===== src/rtl/fp_mul_issuer_pkg.sv =====
// Shared types and default parameters for the fp_mul_issuer block.
//   fp32_t         : IEEE-754 single-precision bit pattern (never interpreted)
//   issuer_state_t : issue FSM encoding
//   DEF_*          : default values for the top-level parameters
package fp_mul_issuer_pkg;

  typedef logic [31:0] fp32_t;

  typedef enum logic [1:0] {
    IDLE = 2'd0,
    WAIT = 2'd1,
    RESP = 2'd2
  } issuer_state_t;

  localparam int unsigned DEF_DEPTH   = 4;
  localparam int unsigned DEF_TAG_W   = 4;
  localparam int unsigned DEF_TIMEOUT = 64;

endpackage


===== src/rtl/op_fifo.sv =====
// Synchronous show-ahead FIFO holding {op1, op2, tag} entries.
//   clk, rst     : clock, synchronous active-high reset (flushes the FIFO)
//   push, wdata  : write request and data; ignored while full
//   pop, rdata   : read request; rdata always shows the head entry
//   full, empty  : registered status flags
module op_fifo #(
  parameter int unsigned DEPTH  = 4,
  parameter int unsigned DATA_W = 68
) (
  input  logic              clk,
  input  logic              rst,
  input  logic              push,
  input  logic [DATA_W-1:0] wdata,
  input  logic              pop,
  output logic [DATA_W-1:0] rdata,
  output logic              full,
  output logic              empty
);

  localparam int unsigned PTR_W = $clog2(DEPTH);
  localparam int unsigned CNT_W = PTR_W + 1;

  logic [DATA_W-1:0] mem_q [DEPTH];
  logic [DATA_W-1:0] mem_d [DEPTH];
  logic [PTR_W-1:0]  wr_ptr_q, wr_ptr_d;
  logic [PTR_W-1:0]  rd_ptr_q, rd_ptr_d;
  logic [CNT_W-1:0]  count_q, count_d;
  logic              full_q, full_d;
  logic              empty_q, empty_d;
  logic              push_ok;
  logic              pop_ok;

  assign push_ok = push && !full_q;
  assign pop_ok  = pop && !empty_q;

  always_comb begin
    mem_d    = mem_q;
    wr_ptr_d = wr_ptr_q;
    rd_ptr_d = rd_ptr_q;
    if (push_ok) begin
      mem_d[wr_ptr_q] = wdata;
      // DEPTH is a power of two, so the pointer wraps on natural overflow
      wr_ptr_d        = wr_ptr_q + PTR_W'(1);
    end
    if (pop_ok) begin
      rd_ptr_d = rd_ptr_q + PTR_W'(1);
    end
    count_d = count_q + CNT_W'(push_ok) - CNT_W'(pop_ok);
    full_d  = (count_d == CNT_W'(DEPTH));
    empty_d = (count_d == '0);
  end

  always_ff @(posedge clk) begin
    if (rst) begin
      wr_ptr_q <= '0;
      rd_ptr_q <= '0;
      count_q  <= '0;
      full_q   <= 1'b0;
      empty_q  <= 1'b1;
    end else begin
      wr_ptr_q <= wr_ptr_d;
      rd_ptr_q <= rd_ptr_d;
      count_q  <= count_d;
      full_q   <= full_d;
      empty_q  <= empty_d;
    end
  end

  // Storage needs no reset: entries are only read after being written.
  always_ff @(posedge clk) begin
    mem_q <= mem_d;
  end

  assign rdata = mem_q[rd_ptr_q];
  assign full  = full_q;
  assign empty = empty_q;

endmodule


===== src/rtl/fp_mul_issuer.sv =====
// Issues buffered operand pairs to the FP multiplier over its start/done
// handshake and returns tagged responses downstream.
//   clk, rst                      : clock, synchronous active-high reset
//   req_valid/ready/op1/op2/tag   : upstream operand channel into the FIFO
//   mul_start, op1, op2           : start pulse and held operands to multiplier
//   mul_busy, mul_done            : multiplier status / result-valid pulse
//   mul_result, mul_overflow      : multiplier product and overflow flag
//   mul_serv                      : one-cycle acknowledge of a captured result
//   rsp_valid/ready/result/overflow/timeout/tag : downstream response channel
//
// state | meaning
// IDLE  | waiting for a buffered request and a free multiplier
// WAIT  | start issued, waiting for mul_done or the timeout
// RESP  | response presented downstream until accepted
module fp_mul_issuer
  import fp_mul_issuer_pkg::*;
#(
  parameter int unsigned DEPTH   = DEF_DEPTH,
  parameter int unsigned TAG_W   = DEF_TAG_W,
  parameter int unsigned TIMEOUT = DEF_TIMEOUT
) (
  input  logic             clk,
  input  logic             rst,
  input  logic             req_valid,
  output logic             req_ready,
  input  fp32_t            req_op1,
  input  fp32_t            req_op2,
  input  logic [TAG_W-1:0] req_tag,
  output logic             mul_start,
  output fp32_t            op1,
  output fp32_t            op2,
  input  logic             mul_busy,
  input  logic             mul_done,
  input  fp32_t            mul_result,
  input  logic             mul_overflow,
  output logic             mul_serv,
  output logic             rsp_valid,
  input  logic             rsp_ready,
  output fp32_t            rsp_result,
  output logic             rsp_overflow,
  output logic             rsp_timeout,
  output logic [TAG_W-1:0] rsp_tag
);

  localparam int unsigned DATA_W = 64 + TAG_W;
  localparam int unsigned TMO_W  = $clog2(TIMEOUT);
  localparam logic [TMO_W-1:0] TMO_LAST = TMO_W'(TIMEOUT - 1);

  issuer_state_t    state_q, state_d;
  fp32_t            op1_q, op1_d;
  fp32_t            op2_q, op2_d;
  logic [TAG_W-1:0] tag_q, tag_d;
  logic [TMO_W-1:0] tmo_cnt_q, tmo_cnt_d;
  logic             mul_start_q, mul_start_d;
  logic             mul_serv_q, mul_serv_d;
  logic             rsp_valid_q, rsp_valid_d;
  fp32_t            rsp_result_q, rsp_result_d;
  logic             rsp_overflow_q, rsp_overflow_d;
  logic             rsp_timeout_q, rsp_timeout_d;

  logic              fifo_full;
  logic              fifo_empty;
  logic              fifo_pop;
  logic [DATA_W-1:0] fifo_rdata;

  op_fifo #(
    .DEPTH (DEPTH),
    .DATA_W(DATA_W)
  ) u_op_fifo (
    .clk  (clk),
    .rst  (rst),
    .push (req_valid),
    .wdata({req_op1, req_op2, req_tag}),
    .pop  (fifo_pop),
    .rdata(fifo_rdata),
    .full (fifo_full),
    .empty(fifo_empty)
  );

  always_comb begin
    state_d        = state_q;
    op1_d          = op1_q;
    op2_d          = op2_q;
    tag_d          = tag_q;
    tmo_cnt_d      = tmo_cnt_q;
    mul_start_d    = 1'b0;
    mul_serv_d     = 1'b0;
    rsp_valid_d    = rsp_valid_q;
    rsp_result_d   = rsp_result_q;
    rsp_overflow_d = rsp_overflow_q;
    rsp_timeout_d  = rsp_timeout_q;
    fifo_pop       = 1'b0;

    case (state_q)
      IDLE: begin
        if (!fifo_empty && !mul_busy) begin
          fifo_pop               = 1'b1;
          {op1_d, op2_d, tag_d}  = fifo_rdata;
          mul_start_d            = 1'b1;
          tmo_cnt_d              = '0;
          state_d                = WAIT;
        end
      end
      WAIT: begin
        tmo_cnt_d = tmo_cnt_q + TMO_W'(1);
        // A done landing on the last allowed cycle still counts as a result.
        if (mul_done) begin
          rsp_result_d   = mul_result;
          rsp_overflow_d = mul_overflow;
          rsp_timeout_d  = 1'b0;
          rsp_valid_d    = 1'b1;
          mul_serv_d     = 1'b1;
          state_d        = RESP;
        end else if (tmo_cnt_q == TMO_LAST) begin
          rsp_result_d   = '0;
          rsp_overflow_d = 1'b0;
          rsp_timeout_d  = 1'b1;
          rsp_valid_d    = 1'b1;
          state_d        = RESP;
        end
      end
      RESP: begin
        if (rsp_ready) begin
          rsp_valid_d = 1'b0;
          state_d     = IDLE;
        end
      end
      default: begin
        state_d = IDLE;
      end
    endcase
  end

  always_ff @(posedge clk) begin
    if (rst) begin
      state_q        <= IDLE;
      op1_q          <= '0;
      op2_q          <= '0;
      tag_q          <= '0;
      tmo_cnt_q      <= '0;
      mul_start_q    <= 1'b0;
      mul_serv_q     <= 1'b0;
      rsp_valid_q    <= 1'b0;
      rsp_result_q   <= '0;
      rsp_overflow_q <= 1'b0;
      rsp_timeout_q  <= 1'b0;
    end else begin
      state_q        <= state_d;
      op1_q          <= op1_d;
      op2_q          <= op2_d;
      tag_q          <= tag_d;
      tmo_cnt_q      <= tmo_cnt_d;
      mul_start_q    <= mul_start_d;
      mul_serv_q     <= mul_serv_d;
      rsp_valid_q    <= rsp_valid_d;
      rsp_result_q   <= rsp_result_d;
      rsp_overflow_q <= rsp_overflow_d;
      rsp_timeout_q  <= rsp_timeout_d;
    end
  end

  assign req_ready    = !fifo_full;
  assign mul_start    = mul_start_q;
  assign op1          = op1_q;
  assign op2          = op2_q;
  assign mul_serv     = mul_serv_q;
  assign rsp_valid    = rsp_valid_q;
  assign rsp_result   = rsp_result_q;
  assign rsp_overflow = rsp_overflow_q;
  assign rsp_timeout  = rsp_timeout_q;
  assign rsp_tag      = tag_q;

endmodule


===== config.mk =====
export PLATFORM = sky130hd
export DESIGN_NAME = fp_mul_issuer
export DESIGN_NICKNAME = d
export VERILOG_FILES = /design/src/rtl/fp_mul_issuer_pkg.sv /design/src/rtl/op_fifo.sv /design/src/rtl/fp_mul_issuer.sv
export SDC_FILE = /design/constraint.sdc
export NUM_CORES = 1
export LEC_CHECK = 0
export CORE_MARGIN = 2
export CORE_UTILIZATION = 48
export CTS_CLUSTER_DIAMETER = 200
export DETAILED_ROUTE_END_ITERATION = 10
export PLACE_DENSITY = 0.73
export REMOVE_ABC_BUFFERS = 1
export SKIP_CTS_REPAIR_TIMING = 1
export SLEW_MARGIN = 20
export SYNTH_ARGS = -nofsm -noshare
export SYNTH_HDL_FRONTEND = slang
export SYNTH_SLANG_ARGS = --single-unit

===== constraint.sdc =====
create_clock -name clk -period 3.32 [get_ports clk]
set_clock_uncertainty 0.2 [all_clocks]
set_input_delay 0.83 -clock clk [delete_from_list [all_inputs] [get_ports clk]]
set_output_delay 0.83 -clock clk [all_outputs]
set_load 0.005 [all_outputs]

==> impl_metrics.env, run 1 <==
export IMPL_min_path_cells=1
export IMPL_ys_types=40
export IMPL_drv_slew=0
export IMPL_setup_slack_ps=418
export IMPL_syn_avg_cell_area_sq_um=18.4
export IMPL_min_period_ps=2900
export IMPL_clock_latency_ps=540
export IMPL_yosysTopAreaCell="edfxtp_1"
export IMPL_drv_cap=0
export IMPL_fin_crit_sh=0.874
export IMPL_cp_start_kind="primary input"
export IMPL_clk_path_buf_depth=3
export IMPL_synth_commonest_cells="272 x edfxtp_1, 122 x dfxtp_1, 71 x a21oi_1, 68 x a22o_1, 68 x mux4_2"
export IMPL_cts_buffers=42
export IMPL_fin_util=0.633
export IMPL_ys_ff_latch=394
export IMPL_htreeDepth=2
export IMPL_dr_first_iter_drc_count=536
export IMPL_finalHoldViolCount=0
export IMPL_hpwlAfterDp_mm=18.3
export IMPL_cts_root_buffer_cell="clkbuf_16"
export IMPL_cts_sinks=394
export IMPL_syn_to_final_growth_pct=28.9
export IMPL_drive_gt1_frac=0.166
export IMPL_tightest_slew_ps=911
export IMPL_grt_pass1_vias=8373
export IMPL_yosysSeqAreaShare=0.749
export IMPL_syn_area_sq_um=14200
export IMPL_place_area_sq_um=17000
export IMPL_arrival_ps=3150
export IMPL_ios=213
export IMPL_endpoint_kind="register"
export IMPL_max_freq_mhz=345
export IMPL_synthCells=772
export IMPL_drt_drc_violations_left=0
export IMPL_cts_tree="done"
export IMPL_path_max_fanout=2
export IMPL_timing_hold_ws_ps=276
export IMPL_nets=1119
export IMPL_hold_class="register to register"
export IMPL_fp_dieW_um=176
export IMPL_core_sq_um=28900
export IMPL_leakage_nw=6.04
export IMPL_reg2regPathDepth=9
export IMPL_port_buffers=212
export IMPL_postLayoutCellArea_sq_um=18300
export IMPL_dpl_worst_slack_ps=-122
export IMPL_crit_required_ps=3560
export IMPL_grt_pass1_wl_mm=45.6
export IMPL_antenna_found_initial=2
export IMPL_die_area_sq_um=30900
export IMPL_setup_violations=0
export IMPL_vias=7828
export IMPL_slew_headroom=0.391
export IMPL_synth_top_area_share=0.576
export IMPL_synthFlopType="edfxtp_1"
export IMPL_firstDrtPassIters=4
export IMPL_grt_max_degree=51
export IMPL_finalPower_mw=12.8
export IMPL_rsz0062_at_grt="false"
export IMPL_viasPerCell=5.50
export IMPL_yosysMostFrequentCell="edfxtp_1"
export IMPL_gr_total_overflow=0
export IMPL_yosysWarnings=0
export IMPL_ant_nets=0
export IMPL_ir_drop_v=0.000459
export IMPL_synth_async_reset_ratio=0
export IMPL_gr_usage_all_layers=0.190
export IMPL_synth_area_leaders="edfxtp_1 58%, dfxtp_1 17%, mux4_2 11%"
export IMPL_gp_congestion=0.722
export IMPL_status="complete, no violations"
export IMPL_drt_total_wl_mm=29.3
export IMPL_initial_core_util=0.491
export IMPL_rows=62
export IMPL_post_drt_wl_per_cell_um=20.6
export IMPL_die_y_um=176
export IMPL_criticalPathCategory="primary input to register"
export IMPL_cellPowerDensity_nw_per_um2=703
export IMPL_synth_edf_count=272
export IMPL_cts_clk_slew_worst_paths_ps=50
routing by layer:
metal / track usage / share of wire / vias up / routed length [um]
met3: 0.0574 / 0.081 / 43 / 2370
met4: 0.0554 / 0.022 / 0 / 659
li1: - / - / 3595 / -
met5: 0 / 0 / - / 0
met1: 0.241 / 0.41 / 3923 / 11900
met2: 0.317 / 0.49 / 267 / 14400
state kept, by name (all words and copies together), names as in the netlist:
name,cells
mul_serv,1
mul_start,1
op1,32
op2,32
rsp_overflow,1
rsp_result,32
rsp_tag,4
rsp_timeout,1
rsp_valid,1
state_q,2
tmo_cnt_q,6
u_op_fifo.count_q,3
u_op_fifo.empty,1
u_op_fifo.full,1
u_op_fifo.mem_q,272
u_op_fifo.rd_ptr_q,2
u_op_fifo.wr_ptr_q,2
through the flow:
step,cells,setup TNS [ps]
6_report,1423,0
5_1_grt,1423,0
4_1_cts,1421,0
3_5_place_dp,1344,-292
3_3_place_gp,1344,-248
2_1_floorplan,716,-90540
cells by family after synthesis:
logic type | share of synthesized area
buffers and inverters | 0.0231
muxes | 0.109
xor gates and xnor gates | 0.00283
and+or+nand+nor | 0.0155
DFF | 0.749
AOI/OAI and AO/OA | 0.0933
adders and majority gates | 0.00759
power breakdown:
group / internal (mW) / switching, mW / total (mW)
clock network: 2.55 / 1.81 / 4.36
logic: 1.28 / 0.954 / 2.23
registers: 5.95 / 0.300 / 6.25
worst paths after layout:
kind / startpoint / to / slack (ps)
worst max-delay path: mul_busy / u_op_fifo.full / 420
worst min-delay path: op1[11] / op1[11] / 280
worst max register to register: state_q[0] / u_op_fifo.full / 710
worst min register to register: op1[11] / op1[11] / 280
worst max-delay path, cell delays in order:
cell and delay, ps:
clkdlybuf4s50_1 410, or4_4 510, clkinv_4 60, ha_1 120, inv_1 40, ha_1 200, fa_1 380, xnor3_1 390
nand2_1 80, nor3_1 130
final cells by class:
class | count | area, sq um
diodes | 2 | 5.00
fillers | 2067 | 10600
inverters | 15 | 61.3
repair buffers | 244 | 2540
clock inverters | 14 | 85.1
flip-flops and latches | 394 | 10600
multi-input cells | 307 | 3250
well taps | 384 | 480
clock buffers | 63 | 1220
layout by cell type, fill, tap and decap left out, types with 2 or more instances in the layout:
cell             count
a211oi_1            35
a21oi_1             71
a22o_1              68
a311oi_1             3
a31oi_1              2
and2_4               4
buf_12              15
buf_4               17
clkbuf_1            13
clkbuf_16           43
clkbuf_8             7
clkdlybuf4s50_1    211
clkinv_1             5
clkinv_2             6
dfxtp_1            120
dfxtp_4              2
diode_2              2
edfxtp_1           272
ha_1                 7
inv_1               14
mux4_2              68
nand2_1              6
nand3_1              6
nor2_1               3
nor2b_1              4
nor3_1               3
o21ai_0              4
or3_1                3
xnor2_1              2
No activity file was read; power rests on OpenSTA's default activity.
==> run 2: changes to the inputs <==
CAP_MARGIN = 10   (was unset)
CORE_UTILIZATION = 50   (was 48)
CTS_BUF_LIST = sky130_fd_sc_hd__clkbuf_8   (was unset)
PLACE_DENSITY = 0.76   (was 0.73)
==> run 2 against run 1 <==
Combinational power about the same. Sequential cell count unchanged. Final cell count up 1.5%. Worst setup slack better by 0.82 ps. Die area down 3.9%. Total power down 4.6%. Sequential share of layout area up 0.70 points. Routed wire length down 0.23%. Utilization up 1.5 points.
==> impl_metrics.env, run 2 (synthesized netlist as in run 1, its figures left out) <==
export IMPL_status="complete, no violations"
export IMPL_layout_commonest_cell="edfxtp_1"
export IMPL_drive_gt1_frac=0.174
export IMPL_setup_violations=0
export IMPL_fin_crit_sh=0.874
export IMPL_largest_register_ffs=272
export IMPL_syn_to_final_growth_pct=27.4
export IMPL_clock_latency_ps=590
export IMPL_timing_hold_ws_ps=274
export IMPL_finalHoldViolCount=0
export IMPL_max_freq_mhz=345
export IMPL_top_register="u_op_fifo.mem_q"
export IMPL_ios=213
export IMPL_final_cells=1445
export IMPL_gp_congestion=0.790
export IMPL_crit_required_ps=3610
export IMPL_antenna_found_initial=1
export IMPL_leakage_nw=6.06
export IMPL_grt_pass1_vias=8357
export IMPL_min_period_ps=2900
export IMPL_post_drt_wl_per_cell_um=20.3
export IMPL_path_max_fanout=2
export IMPL_path_common_cell="ha_1"
export IMPL_crit_family="adder cells"
export IMPL_cellPowerDensity_nw_per_um2=679
export IMPL_cts_buffers=59
export IMPL_critPathSlowestCell="or4_4"
export IMPL_fp_dieW_um=172
export IMPL_grt_max_degree=69
export IMPL_drt_total_wl_mm=29.3
export IMPL_nets=1130
export IMPL_slew_headroom=0.453
export IMPL_cts_sinks=394
export IMPL_grt_pass1_wl_mm=45.2
export IMPL_gr_total_overflow=0
export IMPL_final_cell_mix="272 x edfxtp_1, 211 x clkdlybuf4s50_1, 120 x dfxtp_1"
export IMPL_endpoint_kind="register"
export IMPL_worstPathCellList="clkdlybuf4s50_1, or4_4, clkinv_4, ha_1, inv_1, ha_1, fa_1, xnor3_1, o31ai_1"
export IMPL_cp_start_kind="primary input"
export IMPL_die_area_sq_um=29700
export IMPL_drv_cap=0
export IMPL_rows=61
export IMPL_drv_slew=0
export IMPL_clk_path_buf_depth=3
export IMPL_initial_core_util=0.509
export IMPL_tightest_slew_ps=821
export IMPL_cts_root_buffer_cell="clkbuf_8"
export IMPL_cts_tree="done"
export IMPL_core_sq_um=27900
export IMPL_dr_first_iter_drc_count=502
export IMPL_hold_class="register to register"
export IMPL_viasPerCell=5.48
export IMPL_cts_clk_slew_worst_paths_ps=60
export IMPL_gr_usage_all_layers=0.200
export IMPL_path_buf_inv=3
export IMPL_rsz0062_at_grt="false"
export IMPL_ir_drop_v=0.000363
export IMPL_port_buffers=212
export IMPL_critical_path_max_stage_delay_ps=510
export IMPL_vias=7925
export IMPL_hpwlAfterDp_mm=18.1
export IMPL_die_y_um=172
export IMPL_drt_drc_violations_left=0
export IMPL_firstDrtPassIters=5
export IMPL_criticalPathCategory="primary input to register"
export IMPL_placed_cells=1332
export IMPL_htreeDepth=2
export IMPL_arrival_ps=3190
export IMPL_ant_nets=0
-- run 2: metal layers --
metal	GRT usage	wire, um	share of wire	vias to the layer above
li1	-	-	-	3625
met1	0.257	12000	0.41	3945
met2	0.328	14200	0.48	304
met3	0.0629	2430	0.083	51
met4	0.0661	673	0.023	0
met5	0	0	0	-
-- run 2: worst register-to-register path: stages, from the launching register on --
cell	delay [ps]
dfxtp_1	410
or4_4	600
clkinv_4	70
ha_1	120
inv_1	40
ha_1	200
fa_1	400
xnor3_1	380
o31ai_1	210
-- run 2: metrics by stage --
| stage | TNS (ps) | utilization | worst slack, ps | power [mW] | cell area, sq um |
|---|---|---|---|---|---|
| after floorplan | -90540 | - | -809 | 7.55 | 13900 |
| after global placement | -238 | 0.606 | -92.5 | 8.53 | 16900 |
| after detailed placement | -498 | 0.606 | -201 | 8.62 | 16900 |
| after CTS | 0 | 0.648 | 436 | 12.4 | 18000 |
| after global routing | 0 | 0.648 | 311 | 12.9 | 18100 |
| final | 0 | 0.648 | 419 | 12.3 | 18100 |
-- run 2: path summary, 6_finish.rpt --
path	depth (start not counted)	slack, ps	start	end
worst max-delay path	9	420	mul_busy	u_op_fifo.empty
worst min-delay path	1	270	rsp_tag[1]	rsp_tag[1]
worst max register to register	8	600	state_q[1]	u_op_fifo.empty
worst min register to register	1	270	rsp_tag[1]	rsp_tag[1]
-- run 2: final cells by class --
class | instances | area, sq um
diodes | 1 | 2.50
inverters | 15 | 61.3
flip-flops and latches | 394 | 10600
fillers | 1912 | 9810
multi-input cells | 307 | 3250
well taps | 378 | 473
clock buffers | 66 | 908
clock inverters | 46 | 260
repair buffers | 238 | 2470
-- run 2: power breakdown --
group	switching (mW)	internal, mW	total, mW	leakage, nW
clock network	1.80	1.99	3.79	0.698
registers	0.286	5.95	6.24	3.49
logic	0.974	1.26	2.24	1.87
==> run 3: changes to the inputs <==
REMOVE_ABC_BUFFERS = unset   (was 1)
TNS_END_PERCENT = 10   (was unset)
==> run 3 against run 2 <==
Worst setup slack improved by 20 ps. Maximum frequency is 0.68% higher. Combinational power grew 3%. Sequential power about the same. Highest routed layer unchanged.
==> impl_metrics.env, run 3 (synthesized netlist as in run 1, its figures left out) <==
export IMPL_slew_headroom=0.428
export IMPL_arrival_ps=3170
export IMPL_dpl_worst_slack_ps=-184
export IMPL_multiInputGateArea_sq_um=3250
export IMPL_die_area_sq_um=29700
export IMPL_status="complete, no violations"
export IMPL_cts_root_buffer_cell="clkbuf_8"
export IMPL_drt_total_wl_mm=29.0
export IMPL_ff_latch_area_sq_um=10600
export IMPL_hold_path_startpoint="op1[17]"
export IMPL_gr_usage_all_layers=0.195
export IMPL_vias=7844
export IMPL_path_common_cell="ha_1"
export IMPL_crit_family="adder cells"
export IMPL_cts_buffers=60
export IMPL_ant_nets=0
export IMPL_rsz0062_at_grt="false"
export IMPL_setup_slack_ps=438
export IMPL_port_buffers=212
export IMPL_diodes=0
export IMPL_grt_pass1_wl_mm=44.1
export IMPL_final_cell_mix="272 x edfxtp_1, 211 x clkdlybuf4s50_1, 120 x dfxtp_1"
export IMPL_grt_max_degree=52
export IMPL_layout_commonest_cell="edfxtp_1"
export IMPL_endpoint_kind="register"
export IMPL_min_period_ps=2880
export IMPL_grt_pass1_vias=8210
export IMPL_critical_path_max_stage_delay_ps=510
export IMPL_min_path_cells=1
export IMPL_finalHoldViolCount=0
export IMPL_nets=1133
export IMPL_ios=213
export IMPL_r2r_slack_ps=600
export IMPL_antenna_found_initial=0
export IMPL_ir_drop_v=0.000466
export IMPL_drive_gt1_frac=0.173
export IMPL_die_y_um=172
export IMPL_drt_drc_violations_left=0
export IMPL_clock_latency_ps=590
export IMPL_criticalPathCategory="primary input to register"
export IMPL_cts_sinks=394
export IMPL_rows=61
export IMPL_setup_violations=0
export IMPL_r2r_start="state_q[1]"
export IMPL_core_sq_um=27900
export IMPL_syn_to_final_growth_pct=27.8
export IMPL_clk_path_buf_depth=3
export IMPL_path_buf_inv=3
export IMPL_initial_core_util=0.509
export IMPL_tightest_slew_ps=856
export IMPL_r2r_end="u_op_fifo.empty"
export IMPL_hpwlAfterDp_mm=17.4
export IMPL_placed_cells=1334
export IMPL_cp_start_kind="primary input"
export IMPL_critPathSlowestCell="or4_4"
export IMPL_firstDrtPassIters=5
export IMPL_reg2regPathDepth=8
export IMPL_final_cells=1447
export IMPL_fin_crit_sh=0.868
export IMPL_min_to="op1[17]"
export IMPL_gr_total_overflow=0
export IMPL_cts_tree="done"
export IMPL_max_freq_mhz=347
export IMPL_fillers=1950
export IMPL_top_register="u_op_fifo.mem_q"
export IMPL_drv_slew=0
export IMPL_crit_required_ps=3610
export IMPL_leakage_nw=6.11
export IMPL_worstPathCellList="clkdlybuf4s50_1, or4_4, clkinv_4, ha_1, inv_1, ha_1, fa_1, xnor3_1, o31ai_1"
export IMPL_largest_register_ffs=272
export IMPL_viasPerCell=5.42
export IMPL_synth_nets=887
export IMPL_path_max_fanout=2
export IMPL_hold_class="register to register"
export IMPL_drv_cap=0
export IMPL_post_drt_wl_per_cell_um=20.0
export IMPL_cts_clk_slew_worst_paths_ps=60
export IMPL_gp_congestion=0.683
export IMPL_finalPower_mw=12.3
export IMPL_fp_dieW_um=172
export IMPL_dr_first_iter_drc_count=446
export IMPL_htreeDepth=2
export IMPL_cellPowerDensity_nw_per_um2=679
## run 3: cell count changes in the layout (fill, tap and decap cells not counted), sizes merged
| cell | before | now |
|---|---|---|
| inv | 43 | 48 |
| clkbuf | 66 | 72 |
| diode | 1 | 0 |
| bufinv | 2 | 1 |
| clkinv | 14 | 6 |
| buf | 27 | 29 |
| clkinvlp | 2 | 1 |
## run 3: worst register-to-register path, stage by stage (launching register included)
cell and delay (ps):
dfxtp_1 410, or4_4 600, clkinv_4 60, ha_1 120, inv_1 40, ha_1 200, fa_1 380, xnor3_1 380
o31ai_1 240
## run 3: per-stage QoR
step           TNS, ps  cell area (sq um)   util  hold WS [ps]
3_3_place_gp      -196              16900  0.608           256
5_1_grt              0              18100  0.650           298
6_report             0              18100  0.650           275
2_1_floorplan   -16180              14200      -           236
4_1_cts              0              18100  0.650           278
3_5_place_dp      -413              16900  0.608           263
## run 3: worst max-delay path by stage
| stage | startpoint | endpoint | slack, ps | cells past startpoint |
|---|---|---|---|---|
| floorplan | req_valid | u_op_fifo.mem_q[100] | -120 | 3 |
| global placement | mul_busy | u_op_fifo.full | -80 | 10 |
| detailed placement | mul_busy | u_op_fifo.empty | -180 | 9 |
| CTS | mul_busy | u_op_fifo.empty | 470 | 9 |
| global route | mul_busy | u_op_fifo.empty | 310 | 9 |
| finish | mul_busy | u_op_fifo.empty | 440 | 9 |
## run 3: final cells by class
type	instances	share of cell area
clock buffers	72	0.0547
multi-input cells	307	0.180
repair buffers	240	0.140
inverters	15	0.00338
clock inverters	41	0.0106
well taps	378	0.0261
flip-flops and latches	394	0.586
## run 3: layer usage
layer	up-vias	wire length (um)	track usage
li1	3633	-	-
met2	249	14200	0.331
met5	-	0	0
met4	0	529	0.0570
met3	51	1960	0.0510
met1	3911	12300	0.250
## run 3: power by group
part | leakage (nW) | internal (mW) | total (mW) | switching (mW)
clock | 0.725 | 2.03 | 3.80 | 1.77
combinational | 1.89 | 1.29 | 2.30 | 1.01
sequential | 3.49 | 5.95 | 6.21 | 0.260
total | 6.11 | 9.28 | 12.3 | 3.03
